$ cat config.mk
export PLATFORM = sky130hd
export DESIGN_NAME = mem_access_ctrl_flat
export DESIGN_NICKNAME = d
export VERILOG_FILES = /design/src/rtl/mem_access_if.sv /design/src/rtl/mem_access_ctrl.sv /design/src/flat_wrapper.sv
export SDC_FILE = /design/constraint.sdc
export NUM_CORES = 1
export LEC_CHECK = 0
export BUFFER_PORTS_ARGS = -buffer_cell sky130_fd_sc_hd__buf_2
export CAP_MARGIN = 25
export CORE_UTILIZATION = 40
export CTS_CLUSTER_DIAMETER = 40
export DETAILED_ROUTE_END_ITERATION = 10
export GPL_ROUTABILITY_DRIVEN = 0
export PLACE_DENSITY = 0.86
export SLEW_MARGIN = 30
export SYNTH_ARGS = -nofsm -noshare
export SYNTH_HDL_FRONTEND = slang
export SYNTH_SLANG_ARGS = --single-unit
$ cat constraint.sdc
create_clock -name Clk -period 2.1 [get_ports Clk]
set_input_delay 0.63 -clock Clk [delete_from_list [all_inputs] [get_ports Clk]]
set_output_delay 0.63 -clock Clk [all_outputs]
set_load 0.03 [all_outputs]
$ cat src/rtl/mem_access_if.sv
// Bus bundle between the control unit, the access controller and the SRAM.
// slave  : seen by mem_access_ctrl
// master : seen by whatever drives the control-unit side and models the SRAM
interface mem_access_if;
    localparam int unsigned DATA_W  = 16;
    localparam int unsigned SRAM_AW = 20;

    logic                Mem_CE;
    logic                Mem_OE;
    logic                Mem_WE;
    logic [DATA_W-1:0]   ADDR;
    logic [DATA_W-1:0]   Data_from_CPU;
    logic [DATA_W-1:0]   Switches;
    logic [DATA_W-1:0]   Data_to_CPU;
    logic [DATA_W-1:0]   HEX_Data;
    logic                Ready;
    logic [SRAM_AW-1:0]  SRAM_ADDR;
    logic                SRAM_CE_N;
    logic                SRAM_OE_N;
    logic                SRAM_WE_N;
    logic [DATA_W-1:0]   SRAM_DQ_in;
    logic [DATA_W-1:0]   SRAM_DQ_out;
    logic                SRAM_DQ_oe;

    modport slave (
        input  Mem_CE, Mem_OE, Mem_WE, ADDR, Data_from_CPU, Switches, SRAM_DQ_in,
        output Data_to_CPU, HEX_Data, Ready, SRAM_ADDR, SRAM_CE_N, SRAM_OE_N,
               SRAM_WE_N, SRAM_DQ_out, SRAM_DQ_oe
    );

    modport master (
        output Mem_CE, Mem_OE, Mem_WE, ADDR, Data_from_CPU, Switches, SRAM_DQ_in,
        input  Data_to_CPU, HEX_Data, Ready, SRAM_ADDR, SRAM_CE_N, SRAM_OE_N,
               SRAM_WE_N, SRAM_DQ_out, SRAM_DQ_oe
    );
endinterface

$ cat src/rtl/mem_access_ctrl.sv
// SRAM access sequencer between the CPU control unit and an asynchronous SRAM.
// Reads: one strobe cycle to capture, data valid on the second strobe cycle.
// Writes: setup / one-cycle WE pulse / hold, address and data latched at entry.
// Optional feature: define MEM_ACCESS_MMIO_EN to map word address 16'hFFFF to
// the board switches (read) and the hex display register (write).
module mem_access_ctrl (
    input  logic        Clk,
    input  logic        Reset,
    mem_access_if.slave bus
);
    localparam int unsigned DATA_W  = 16;
    localparam int unsigned SRAM_AW = 20;
    localparam int unsigned PAD_W   = SRAM_AW - DATA_W;
    localparam logic [DATA_W-1:0] MMIO_ADDR = 16'hFFFF;

    typedef enum logic [2:0] {
        IDLE     = 3'd0,
        RD_HOLD  = 3'd1,
        WR_SETUP = 3'd2,
        WR_PULSE = 3'd3,
        WR_HOLD  = 3'd4
    } state_t;

    state_t              state_q, state_d;
    logic [DATA_W-1:0]   addr_q, addr_d;
    logic [DATA_W-1:0]   wdata_q, wdata_d;
    logic [DATA_W-1:0]   rdata_q, rdata_d;
    logic [DATA_W-1:0]   hex_q, hex_d;
    logic                mmio_q, mmio_d;

    logic                mmio_hit_c;
    logic                ce_n_c, oe_n_c, we_n_c, dq_oe_c, ready_c;
    logic [DATA_W-1:0]   sram_word_c;

    // Address decode for the memory-mapped switch/display location
`ifdef MEM_ACCESS_MMIO_EN
    assign mmio_hit_c = (bus.ADDR == MMIO_ADDR);
`else
    assign mmio_hit_c = 1'b0;
`endif

    // State and datapath registers
    always_ff @(posedge Clk) begin
        if (Reset) begin
            state_q <= IDLE;
            addr_q  <= '0;
            wdata_q <= '0;
            rdata_q <= '0;
            hex_q   <= '0;
            mmio_q  <= 1'b0;
        end else begin
            state_q <= state_d;
            addr_q  <= addr_d;
            wdata_q <= wdata_d;
            rdata_q <= rdata_d;
            hex_q   <= hex_d;
            mmio_q  <= mmio_d;
        end
    end

    // Next-state, register updates and SRAM strobes
    always_comb begin
        state_d = state_q;
        addr_d  = addr_q;
        wdata_d = wdata_q;
        rdata_d = rdata_q;
        hex_d   = hex_q;
        mmio_d  = mmio_q;
        ce_n_c  = 1'b1;
        oe_n_c  = 1'b1;
        we_n_c  = 1'b1;
        dq_oe_c = 1'b0;
        ready_c = 1'b0;

        case (state_q)
            IDLE: begin
                // Write wins when both strobes are low; read strobes stay off then
                if (!bus.Mem_CE) begin
                    if (!bus.Mem_WE) begin
                        state_d = WR_SETUP;
                        addr_d  = bus.ADDR;
                        wdata_d = bus.Data_from_CPU;
                        mmio_d  = mmio_hit_c;
                    end else if (!bus.Mem_OE) begin
                        state_d = RD_HOLD;
                        addr_d  = bus.ADDR;
                        mmio_d  = mmio_hit_c;
                        rdata_d = mmio_hit_c ? bus.Switches : bus.SRAM_DQ_in;
                        if (!mmio_hit_c) begin
                            ce_n_c = 1'b0;
                            oe_n_c = 1'b0;
                        end
                    end
                end
            end
            RD_HOLD: begin
                // Strobe release ends the read in the same cycle it is seen
                if (bus.Mem_OE || bus.Mem_CE) begin
                    state_d = IDLE;
                end else begin
                    ready_c = 1'b1;
                    if (!mmio_q) begin
                        ce_n_c = 1'b0;
                        oe_n_c = 1'b0;
                    end
                end
            end
            WR_SETUP: begin
                state_d = WR_PULSE;
                if (!mmio_q) begin
                    ce_n_c  = 1'b0;
                    dq_oe_c = 1'b1;
                end
            end
            WR_PULSE: begin
                state_d = WR_HOLD;
                ready_c = 1'b1;
                if (!mmio_q) begin
                    ce_n_c  = 1'b0;
                    we_n_c  = 1'b0;
                    dq_oe_c = 1'b1;
                end
`ifdef MEM_ACCESS_MMIO_EN
                else begin
                    hex_d = wdata_q;
                end
`endif
            end
            WR_HOLD: begin
                if (!mmio_q) begin
                    ce_n_c  = 1'b0;
                    dq_oe_c = 1'b1;
                end
                if (bus.Mem_WE) begin
                    state_d = IDLE;
                end
            end
            default: begin
                state_d = IDLE;
            end
        endcase
    end

    // Live address in IDLE (read strobes are combinational), latched otherwise
    assign sram_word_c = (state_q == IDLE) ? bus.ADDR : addr_q;

    // Output mapping onto the bus
    assign bus.SRAM_ADDR   = {PAD_W'(0), sram_word_c};
    assign bus.SRAM_CE_N   = ce_n_c;
    assign bus.SRAM_OE_N   = oe_n_c;
    assign bus.SRAM_WE_N   = we_n_c;
    assign bus.SRAM_DQ_oe  = dq_oe_c;
    assign bus.SRAM_DQ_out = wdata_q;
    assign bus.Ready       = ready_c;
    assign bus.Data_to_CPU = rdata_q;
    assign bus.HEX_Data    = hex_q;
endmodule

$ cat src/flat_wrapper.sv
// flat-port wrapper written by rule: the top's interface ports become plain ports
module mem_access_ctrl_flat 
  (Clk, Reset, bus_Mem_CE, bus_Mem_OE, bus_Mem_WE, bus_ADDR, bus_Data_from_CPU, bus_Switches, bus_SRAM_DQ_in, bus_Data_to_CPU, bus_HEX_Data, bus_Ready, bus_SRAM_ADDR, bus_SRAM_CE_N, bus_SRAM_OE_N, bus_SRAM_WE_N, bus_SRAM_DQ_out, bus_SRAM_DQ_oe);
  mem_access_if bus_i ();
  input  logic Clk;
  input  logic Reset;
  input wire logic [$bits(bus_i.Mem_CE)-1:0] bus_Mem_CE;
  input wire logic [$bits(bus_i.Mem_OE)-1:0] bus_Mem_OE;
  input wire logic [$bits(bus_i.Mem_WE)-1:0] bus_Mem_WE;
  input wire logic [$bits(bus_i.ADDR)-1:0] bus_ADDR;
  input wire logic [$bits(bus_i.Data_from_CPU)-1:0] bus_Data_from_CPU;
  input wire logic [$bits(bus_i.Switches)-1:0] bus_Switches;
  input wire logic [$bits(bus_i.SRAM_DQ_in)-1:0] bus_SRAM_DQ_in;
  output wire logic [$bits(bus_i.Data_to_CPU)-1:0] bus_Data_to_CPU;
  output wire logic [$bits(bus_i.HEX_Data)-1:0] bus_HEX_Data;
  output wire logic [$bits(bus_i.Ready)-1:0] bus_Ready;
  output wire logic [$bits(bus_i.SRAM_ADDR)-1:0] bus_SRAM_ADDR;
  output wire logic [$bits(bus_i.SRAM_CE_N)-1:0] bus_SRAM_CE_N;
  output wire logic [$bits(bus_i.SRAM_OE_N)-1:0] bus_SRAM_OE_N;
  output wire logic [$bits(bus_i.SRAM_WE_N)-1:0] bus_SRAM_WE_N;
  output wire logic [$bits(bus_i.SRAM_DQ_out)-1:0] bus_SRAM_DQ_out;
  output wire logic [$bits(bus_i.SRAM_DQ_oe)-1:0] bus_SRAM_DQ_oe;
  assign bus_i.Mem_CE = bus_Mem_CE;
  assign bus_i.Mem_OE = bus_Mem_OE;
  assign bus_i.Mem_WE = bus_Mem_WE;
  assign bus_i.ADDR = bus_ADDR;
  assign bus_i.Data_from_CPU = bus_Data_from_CPU;
  assign bus_i.Switches = bus_Switches;
  assign bus_i.SRAM_DQ_in = bus_SRAM_DQ_in;
  assign bus_Data_to_CPU = bus_i.Data_to_CPU;
  assign bus_HEX_Data = bus_i.HEX_Data;
  assign bus_Ready = bus_i.Ready;
  assign bus_SRAM_ADDR = bus_i.SRAM_ADDR;
  assign bus_SRAM_CE_N = bus_i.SRAM_CE_N;
  assign bus_SRAM_OE_N = bus_i.SRAM_OE_N;
  assign bus_SRAM_WE_N = bus_i.SRAM_WE_N;
  assign bus_SRAM_DQ_out = bus_i.SRAM_DQ_out;
  assign bus_SRAM_DQ_oe = bus_i.SRAM_DQ_oe;
  mem_access_ctrl u_core (.Clk(Clk), .Reset(Reset), .bus(bus_i));
endmodule
==> results.sh <==
export IMPL_die_area_sq_um=6880
export IMPL_synth_area_leaders="dfxtp_1, nand2b_1, mux2i_1, mux2_2, buf_4"
export IMPL_clkSlewWorstSetupHoldPaths_ns=0.09
export IMPL_crit_top_cell="buf_6"
export IMPL_yosys_cell_types_count=25
export IMPL_portBuffers=105
export IMPL_violations="negative setup slack"
export IMPL_worst_ir_drop_vdd_v=0.000323
export IMPL_maxCapViolations=0
export IMPL_netlist_area_sq_um=2620
export IMPL_nets=451
export IMPL_r2r_setup_slack_ns=0.31
export IMPL_numCtsBuffers=5
export IMPL_path_cells="nor3_4 > buf_6 > mux2_4 > buf_6"
export IMPL_fin_setup_tns_ns=-0.830
export IMPL_hold_path_endpoint="u_core.bus.Data_to_CPU[11]"
export IMPL_io_pins=142
export IMPL_firstDrtPassIters=4
export IMPL_design_power_total_mw=2.31
export IMPL_cp_start_kind="flip-flop"
export IMPL_place_ws_ns=0.0881
export IMPL_crit_buf_inv=2
export IMPL_num_rows=29
export IMPL_r2r_end="u_core.bus.Data_to_CPU[2]"
export IMPL_first_iter_violations=63
export IMPL_netlist_instances=278
export IMPL_dpl_cell_count=450
export IMPL_chipHeight_microns=83.0
export IMPL_drive_above_1_share_pct=39.2
export IMPL_clock_fmax_mhz=463
export IMPL_skew_ns=0.00459
export IMPL_min_path_cells=2
export IMPL_setup_viol=16
export IMPL_ant_nets=0
export IMPL_seq_area_sq_um=1020
export IMPL_status="complete, but fails checks"
export IMPL_period_minus_slack_ns=2.16
export IMPL_placedInstanceArea_sq_um=3230
export IMPL_wl_microns=6200
export IMPL_p_leak_nw=1.60
export IMPL_cts_buffer_depth=2
export IMPL_cts_sinks=51
export IMPL_grt_antenna_before_repair=0
export IMPL_grtUsageTotal_pct=17.6
export IMPL_vias=2276
export IMPL_syn_area_per_cell_sq_um=9.43
export IMPL_critical_path_top_delay_family="buffers and inverters"
export IMPL_n_antenna_cell=0
export IMPL_cp_end_kind="output pin"
export IMPL_cp_slowest_stage_delay_ns=0.34
export IMPL_viasPerCell=4.95
export IMPL_yosysSeqAreaShare_pct=38.9
export IMPL_postLayoutCellArea_sq_um=3490
export IMPL_final_common_cell="buf_2"
export IMPL_powerDensity_nw_per_um2=662
export IMPL_multi_input_area_sq_um=1480
export IMPL_synth_top_area_share_pct=38.9
export IMPL_fin_util_pct=54.9
export IMPL_postCtsHoldBufs=0
export IMPL_synthToLayoutAreaGrowth_pct=33.0
export IMPL_r2r_start="u_core.state_q[2]"
export IMPL_grt_pass1_wl_microns=10000
export IMPL_die_x_microns=83.0
export IMPL_layout_common_cells="buf_2, nand2b_1, dfxtp_1"
export IMPL_hold_class="reg -> reg"
export IMPL_root_buffer="clkbuf_8"
export IMPL_dp_hpwl_microns=4120
export IMPL_reg2regPathDepth=7
export IMPL_drc=0
export IMPL_finalNonFillerCells=460
export IMPL_cpMaxStageDelayCell="dfxtp_2"
export IMPL_grt_setup_unrepaired="yes"
export IMPL_hold_violations=0
export IMPL_slew_viol_final=0
export IMPL_hp_start="u_core.bus.Data_to_CPU[11]"
export IMPL_worstPathRequired_ns=1.47
export IMPL_cts_tree="yes"
export IMPL_crit_arrival_ns=1.53
export IMPL_setup_ws_ns=-0.0619
export IMPL_core_area_sq_um=6350
export IMPL_hold_slack_ns=0.476
export IMPL_yosys_register_bits=51
export IMPL_ys_warn_count=0
export IMPL_initial_core_util_pct=41.3
export IMPL_timing_final_crit_share_pct=103
export IMPL_grt_pass1_vias=2135
export IMPL_path_max_fanout=8
export IMPL_grt_overflow=0
export IMPL_worstSetupPathDepth=4
export IMPL_wl_per_cell_microns=13.5
export IMPL_clock_latency_ns=0.29
export IMPL_htree_levels=2
export IMPL_grt_max_degree=49
export IMPL_fillCellCount=578
export IMPL_synth_top_cell_by_area="dfxtp_1"
export IMPL_critPathKind="reg -> out"
[logic make-up after synthesis]
group | synth area share, %
simple gates | 20.8
flops | 38.9
other cells | 0.143
buf+inv | 10.4
mux | 19.5
compound gates | 10.2
[cells in the mapped netlist]
master    count
mux2_2       17
nand3_1      16
o21a_1        3
conb_1        1
o31ai_1      17
buf_2         2
or3_1         1
a211oi_4      1
buf_6         2
mux2i_1      32
buf_4        21
buf_8         1
dfxtp_1      51
nand2b_1     64
nand2_1       2
nor4_1        1
o21ai_0       1
nor2_1        5
clkbuf_1     18
a211oi_1      1
a21oi_1      17
nor3_1        1
and3_1        1
nand3b_1      1
nor2b_1       1
[how the worst max path moves through the flow]
stage,startpoint,end,slack [ns]
3_3_place_gp,bus_Mem_OE,bus_SRAM_CE_N,0.11
4_1_cts,u_core.state_q[1],bus_SRAM_ADDR[12],-0.11
2_1_floorplan,bus_Mem_CE,bus_SRAM_CE_N,0.06
3_5_place_dp,bus_Mem_OE,bus_SRAM_CE_N,0.09
6_report,u_core.state_q[2],bus_SRAM_ADDR[13],-0.06
5_1_grt,u_core.state_q[2],bus_SRAM_ADDR[4],-0.12
[layout make-up]
| type | instances | share of cell area (%) |
|---|---|---|
| clock buffer | 7 | 2.19 |
| clock inverter | 1 | 0.144 |
| multi-input combinational | 202 | 42.6 |
| sequential | 51 | 29.4 |
| tap | 77 | 2.76 |
| timing repair buffer | 122 | 23.0 |
[sequential cells by signal, summed over array words and instances, names as in the netlist]
name	cells
u_core.addr_q	16
u_core.state_q	3
u_core.bus.SRAM_DQ_out	16
u_core.bus.Data_to_CPU	16
[metal layers]
| layer | wire, microns | vias to the layer above | part of all wire [%] | global-route usage [%] |
|---|---|---|---|---|
| met3 | 363 | 10 | 5.9 | 4.67 |
| met2 | 3050 | 89 | 49 | 30.1 |
| li1 | - | 1116 | - | - |
| met1 | 2700 | 1061 | 43 | 21.3 |
| met4 | 91 | 0 | 1.5 | 5.64 |
| met5 | 0 | - | 0 | 0 |
[power by group]
part | leakage [nW] | switching [mW] | internal [mW]
combinational | 1.14 | 0.411 | 0.313
clock | 0.0422 | 0.302 | 0.235
sequential | 0.417 | 0.0279 | 1.02
total | 1.60 | 0.742 | 1.56
[what timing repair did]
| action | 4_1_cts | 5_1_grt |
|---|---|---|
| endpoints found under the setup margin | 16 | 17 |
| buffers inserted | 3 | 0 |
| cloned | 1 | 0 |
| pin swaps | 1 | 1 |
| resized for setup | 52 | 3 |
[worst min-delay path: stages, from the launching register on]
cell      delay [ns]
dfxtp_1         0.32
nand2b_1        0.06
mux2i_1         0.06
Power figures use the tool's default switching activity.
